`config.mk`:
```
export PLATFORM = sky130hd
export DESIGN_NAME = antisat_key_loader
export DESIGN_NICKNAME = d
export VERILOG_FILES = /design/src/rtl/antisat_key_loader.sv
export SDC_FILE = /design/constraint.sdc
export NUM_CORES = 1
export LEC_CHECK = 0
export BUFFER_PORTS_ARGS = -buffer_cell sky130_fd_sc_hd__buf_4
export CORE_MARGIN = 8
export CORE_UTILIZATION = 51
export DETAILED_ROUTE_END_ITERATION = 16
export PLACE_DENSITY_LB_ADDON = 0.1
export SLEW_MARGIN = 20
export SYNTH_ARGS = -nofsm -noshare
export SYNTH_HDL_FRONTEND = slang
export SYNTH_SLANG_ARGS = --single-unit
```
`constraint.sdc`:
```
create_clock -name clk -period 1.6 [get_ports clk]
set_input_delay 0.4 -clock clk [delete_from_list [all_inputs] [get_ports clk]]
set_output_delay 0.4 -clock clk [all_outputs]
set_load 0.01 [all_outputs]
```
`src/rtl/antisat_key_loader.sv`:
```
// antisat_key_loader: serial key-delivery unit for Anti-SAT-locked netlists.
// Receives the secret key bit-serially (MSB first) over a valid/ready
// handshake and presents it in parallel once accepted. key_out stays all-zero
// until a complete accepted key exists.
//
// Optional feature macro: ANTISAT_KEY_PARITY_EN
//   defined   -> one extra even-parity bit per load, key_error reachable
//   undefined -> KEY_WIDTH bits per load, check always passes, key_error = 0
//
// Ports:
//   clk, rst_n   : clock (rising edge), asynchronous active-low reset
//   load_start   : pulse, begins a new load (abandons any load in progress)
//   zeroize      : synchronous key wipe, highest priority after reset
//   key_valid    : serial bit present
//   key_bit      : serial data bit
//   key_ready    : loader accepts a bit this cycle (state decode)
//   key_out      : parallel key to the locked core (keyIn_0_i <= key_out[i])
//   key_loaded   : key_out holds an accepted key
//   key_error    : last load failed its parity check
module antisat_key_loader #(
  parameter int unsigned KEY_WIDTH = 4
) (
  input  logic                 clk,
  input  logic                 rst_n,
  input  logic                 load_start,
  input  logic                 zeroize,
  input  logic                 key_valid,
  input  logic                 key_bit,
  output logic                 key_ready,
  output logic [KEY_WIDTH-1:0] key_out,
  output logic                 key_loaded,
  output logic                 key_error
);

  localparam int unsigned CNT_W = $clog2(KEY_WIDTH + 1);
  localparam logic [CNT_W-1:0] LAST_IDX = CNT_W'(KEY_WIDTH - 1);

`ifdef ANTISAT_KEY_PARITY_EN
  typedef enum logic [2:0] {
    IDLE   = 3'd0,
    SHIFT  = 3'd1,
    PARITY = 3'd2,
    CHECK  = 3'd3,
    LOADED = 3'd4,
    ERROR  = 3'd5
  } state_t;
`else
  typedef enum logic [2:0] {
    IDLE   = 3'd0,
    SHIFT  = 3'd1,
    CHECK  = 3'd3,
    LOADED = 3'd4,
    ERROR  = 3'd5
  } state_t;
`endif

  state_t                 state_q, state_d;
  logic [KEY_WIDTH-1:0]   shreg_q, shreg_d;
  logic [CNT_W-1:0]       cnt_q, cnt_d;
  logic [KEY_WIDTH-1:0]   key_out_q, key_out_d;
  logic                   loaded_q, loaded_d;
  logic                   accept_c;
  logic                   check_pass_c;
`ifdef ANTISAT_KEY_PARITY_EN
  logic                   par_q, par_d;
  logic                   error_q, error_d;
`endif

  // Ready is a pure state decode so the sender sees it without a register lag
`ifdef ANTISAT_KEY_PARITY_EN
  assign key_ready = (state_q == SHIFT) || (state_q == PARITY);
  assign check_pass_c = ((^{shreg_q, par_q}) == 1'b0);
`else
  assign key_ready = (state_q == SHIFT);
  assign check_pass_c = 1'b1;
`endif

  assign accept_c = key_valid && key_ready;

  // State and datapath registers
  always_ff @(posedge clk or negedge rst_n) begin
    if (!rst_n) begin
      state_q   <= IDLE;
      shreg_q   <= '0;
      cnt_q     <= '0;
      key_out_q <= '0;
      loaded_q  <= 1'b0;
`ifdef ANTISAT_KEY_PARITY_EN
      par_q     <= 1'b0;
      error_q   <= 1'b0;
`endif
    end else begin
      state_q   <= state_d;
      shreg_q   <= shreg_d;
      cnt_q     <= cnt_d;
      key_out_q <= key_out_d;
      loaded_q  <= loaded_d;
`ifdef ANTISAT_KEY_PARITY_EN
      par_q     <= par_d;
      error_q   <= error_d;
`endif
    end
  end

  // Next-state and next-output logic; zeroize > load_start > handshake
  always_comb begin
    state_d   = state_q;
    shreg_d   = shreg_q;
    cnt_d     = cnt_q;
    key_out_d = key_out_q;
    loaded_d  = loaded_q;
`ifdef ANTISAT_KEY_PARITY_EN
    par_d     = par_q;
    error_d   = error_q;
`endif
    if (zeroize || load_start) begin
      state_d   = zeroize ? IDLE : SHIFT;
      shreg_d   = '0;
      cnt_d     = '0;
      key_out_d = '0;
      loaded_d  = 1'b0;
`ifdef ANTISAT_KEY_PARITY_EN
      par_d     = 1'b0;
      error_d   = 1'b0;
`endif
    end else begin
      unique case (state_q)
        SHIFT: begin
          if (accept_c) begin
            shreg_d = {shreg_q[KEY_WIDTH-2:0], key_bit};
            cnt_d   = cnt_q + CNT_W'(1);
            if (cnt_q == LAST_IDX) begin
`ifdef ANTISAT_KEY_PARITY_EN
              state_d = PARITY;
`else
              state_d = CHECK;
`endif
            end
          end
        end
`ifdef ANTISAT_KEY_PARITY_EN
        PARITY: begin
          if (accept_c) begin
            par_d   = key_bit;
            state_d = CHECK;
          end
        end
`endif
        CHECK: begin
          if (check_pass_c) begin
            key_out_d = shreg_q;
            loaded_d  = 1'b1;
            state_d   = LOADED;
          end else begin
`ifdef ANTISAT_KEY_PARITY_EN
            error_d = 1'b1;
`endif
            state_d = ERROR;
          end
        end
        default: ; // IDLE, LOADED, ERROR hold until load_start/zeroize
      endcase
    end
  end

  assign key_out    = key_out_q;
  assign key_loaded = loaded_q;
`ifdef ANTISAT_KEY_PARITY_EN
  assign key_error  = error_q;
`else
  assign key_error  = 1'b0;
`endif

endmodule
```
==> flow_metrics.env <==
export IMPL_status="completed"
export IMPL_postCtsSetupBuffers=0
export IMPL_area_delta_synth_final_pct=17.5
export IMPL_first_global_vias=470
export IMPL_overflow=0
export IMPL_root_buffer="clkbuf_4"
export IMPL_cts_sinks=15
export IMPL_synth_seq_cells=15
export IMPL_placementRows=13
export IMPL_max_cap_viol_count=0
export IMPL_maxSlewViolCount=0
export IMPL_crit_path_top_delay_cell="dfrtp_1"
export IMPL_seqCellArea_um2=375
export IMPL_wl_mm=1.14
export IMPL_ant_nets=0
export IMPL_ios=13
export IMPL_synthArstFlopShare_pct=100
export IMPL_yosys_top_cells_area="dfrtp_1 56%, mux2i_1 13%, nor2_1 7.3%"
export IMPL_pre_cts_slack_ns=0.340
export IMPL_r2r_slack_ns=0.33
export IMPL_critPathCaptureType="primary output"
export IMPL_worstSetupStartpointType="register"
export IMPL_power_uw=644
export IMPL_syn_num_nets=68
export IMPL_worst_path_stages=3
export IMPL_reg2regPathDepth=4
export IMPL_grt_max_degree=16
export IMPL_ys_flop_type="dfrtp_1"
export IMPL_drcViolationCount=0
export IMPL_synth_xor_area_share_pct=1.30
export IMPL_portBuffers=11
export IMPL_crit_reg2reg_capture="shreg_q[0]$_DFFE_PN0P_"
export IMPL_vias=451
export IMPL_synth_top_cell_area_share_pct=55.9
export IMPL_synth_distinct_cells=20
export IMPL_finalCriticalPeriod_ns=1.48
export IMPL_antenna_found_initial=0
export IMPL_synth_compound_area_share_pct=4.84
export IMPL_final_cells=88
export IMPL_firstDrtPassIters=4
export IMPL_die_w_um=52.3
export IMPL_cpPeakStageDelay_ns=0.41
export IMPL_hpwl_um=831
export IMPL_viasPerCell=5.13
export IMPL_coreArea_mm2=0.00127
export IMPL_synth_top_family_by_area="simple AND/OR/NAND/NOR gates"
export IMPL_gp_congestion=0.689
export IMPL_synth_top_cell_by_area="dfrtp_1"
export IMPL_syn_area_um2=672
export IMPL_insertedDiodeCount=0
export IMPL_synth_fa_ha_area_share_pct=3.72
export IMPL_power_leakage_nw=0.397
export IMPL_avgSynthCellArea_um2=11.2
export IMPL_path_cells="nand2b_1 > nor2_1 > buf_4"
export IMPL_multiInputGateArea_um2=262
export IMPL_clk_pin_slew_ns=0.08
export IMPL_numCtsBuffers=3
export IMPL_cts_htree_levels=1
export IMPL_crit_end="key_ready"
export IMPL_setup_viol=0
export IMPL_fillerInstances=117
export IMPL_post_route_util_pct=62.2
export IMPL_place_inst=83
export IMPL_grt_pass1_wl_mm=1.97
export IMPL_path_max_fanout=4
export IMPL_synth_most_common_cell="dfrtp_1"
export IMPL_synthCells=60
export IMPL_hold_class="in2reg"
export IMPL_fin_crit_sh_pct=92.7
export IMPL_arrival_ns=1.08
export IMPL_drtIter0Drc=8
export IMPL_critical_path_class="reg2out"
export IMPL_rsz0062_at_grt="no"
export IMPL_start_util_pct=53.0
export IMPL_hold_viol=0
export IMPL_die_h_um=52.3
export IMPL_fin_nets=82
export IMPL_finalWorstSetupSlack_ns=0.117
export IMPL_clock_latency_ns=0.27
export IMPL_synthTopCellsByCount="15 x dfrtp_1, 13 x nor2_1, 9 x mux2i_1, 4 x a21oi_1"
export IMPL_path_buf_inv=1
export IMPL_critical_path_top_delay_family="flip-flops"
export IMPL_muxShareOfSynthArea_pct=13.4
export IMPL_grtUsageTotal_pct=9.75
export IMPL_synth_edff_count=0
export IMPL_crit_required_ns=1.20
export IMPL_clockBufferDepth=2
export IMPL_wl_per_cell_um=13.0
export IMPL_cts_tree="built"
export IMPL_power_density_mw_per_mm2=815
export IMPL_cp_startpoint="state_q[2]$_DFFE_PN0P_"
export IMPL_skew_ns=0.000933
export IMPL_dieArea_mm2=0.00273
export IMPL_setup_tns_ns=0
export IMPL_ys_warn_count=0
export IMPL_drive_gt1_share_pct=23.3
export IMPL_max_freq_ghz=0.674
export IMPL_r2r_start="state_q[1]$_DFFE_PN0P_"
export IMPL_vdd_ir_drop_worst_uv=419
export IMPL_synth_simple_area_share_pct=15.1
export IMPL_ys_seq_area_share_pct=55.9
export IMPL_cts_resized=0
==> worst register-to-register path: stages, from the launching register on <==
cell	delay [ns]
dfrtp_1	0.43
and4bb_1	0.27
buf_4	0.19
mux2i_1	0.20
nor2_1	0.06
==> metal layers <==
layer / vias up / track usage [%] / share of wire [%]
met3: 4 / 4.55 / 8.5
met5: - / 0 / 0
li1: 221 / - / -
met1: 214 / 10.6 / 46
met2: 12 / 14.8 / 44
met4: 0 / 6.47 / 1.9
==> worst min-delay path by stage <==
stage                       start                      to  slack (ns)  cells past startpoint
final                     zeroize  state_q[0]$_DFFE_PN0P_        0.27                      2
after global routing      zeroize  state_q[0]$_DFFE_PN0P_        0.26                      2
after CTS                 zeroize  state_q[0]$_DFFE_PN0P_        0.26                      2
after detailed placement    rst_n    cnt_q[0]$_DFFE_PN0P_        0.26                      1
after global placement      rst_n  state_q[1]$_DFFE_PN0P_        0.26                      1
after floorplan             rst_n    cnt_q[0]$_DFFE_PN0P_        0.10                      0
==> flip-flops by register name (all words and copies together) (netlist names) <==
signal and count:
key_out 4, shreg_q 4, key_loaded 1, cnt_q 3
state_q 3
==> report_power, final <==
part	switching (mW)	internal (mW)	total [mW]
registers	0.00370	0.382	0.386
clock network	0.111	0.0966	0.207
logic	0.0279	0.0222	0.0501
total	0.142	0.501	0.644
==> final cells by class <==
class	count	area share (%)
Inverter	2	0.951
Sequential cell	15	47.5
Clock buffer	4	3.33
Multi-Input combinational cell	39	33.1
Tap cell	15	2.38
Timing Repair Buffer	13	12.7
==> cell usage in the layout (no fill, tap or decap) <==
master / instances
a211oi_2: 1
a21oi_1: 4
and4bb_1: 1
buf_4: 12
clkbuf_1: 1
clkbuf_4: 3
conb_1: 1
dfrtp_1: 15
dlygate4sd3_1: 1
ha_1: 2
inv_1: 2
mux2i_1: 9
nand2_1: 2
nand2b_1: 1
nand3b_1: 1
nor2_1: 13
nor2_2: 1
or2_1: 1
or3_1: 1
xnor2_1: 1
==> kinds of logic (layout without fill, tap and decap cells) <==
logic type / after synthesis / in the layout
xor gates and xnor gates: 1 / 1
and+or+nand+nor: 21 / 21
other: 1 / 1
adders and majority gates: 2 / 2
muxes: 9 / 9
DFF: 15 / 15
AOI/OAI and AO/OA: 5 / 5
buffers and inverters: 6 / 19
==> metrics by stage <==
stage	instance area, µm²	hold slack (ns)
after floorplan	672	0.104
after global placement	753	0.264
after detailed placement	753	0.265
after CTS	790	0.261
after global routing	790	0.263
final	790	0.272
==> what timing repair did <==
item,CTS,global route
hold endpoints to repair,15,0
hold buffers,1,0
endpoints found under the setup margin,0,0
(Power assumes the default switching activity.)
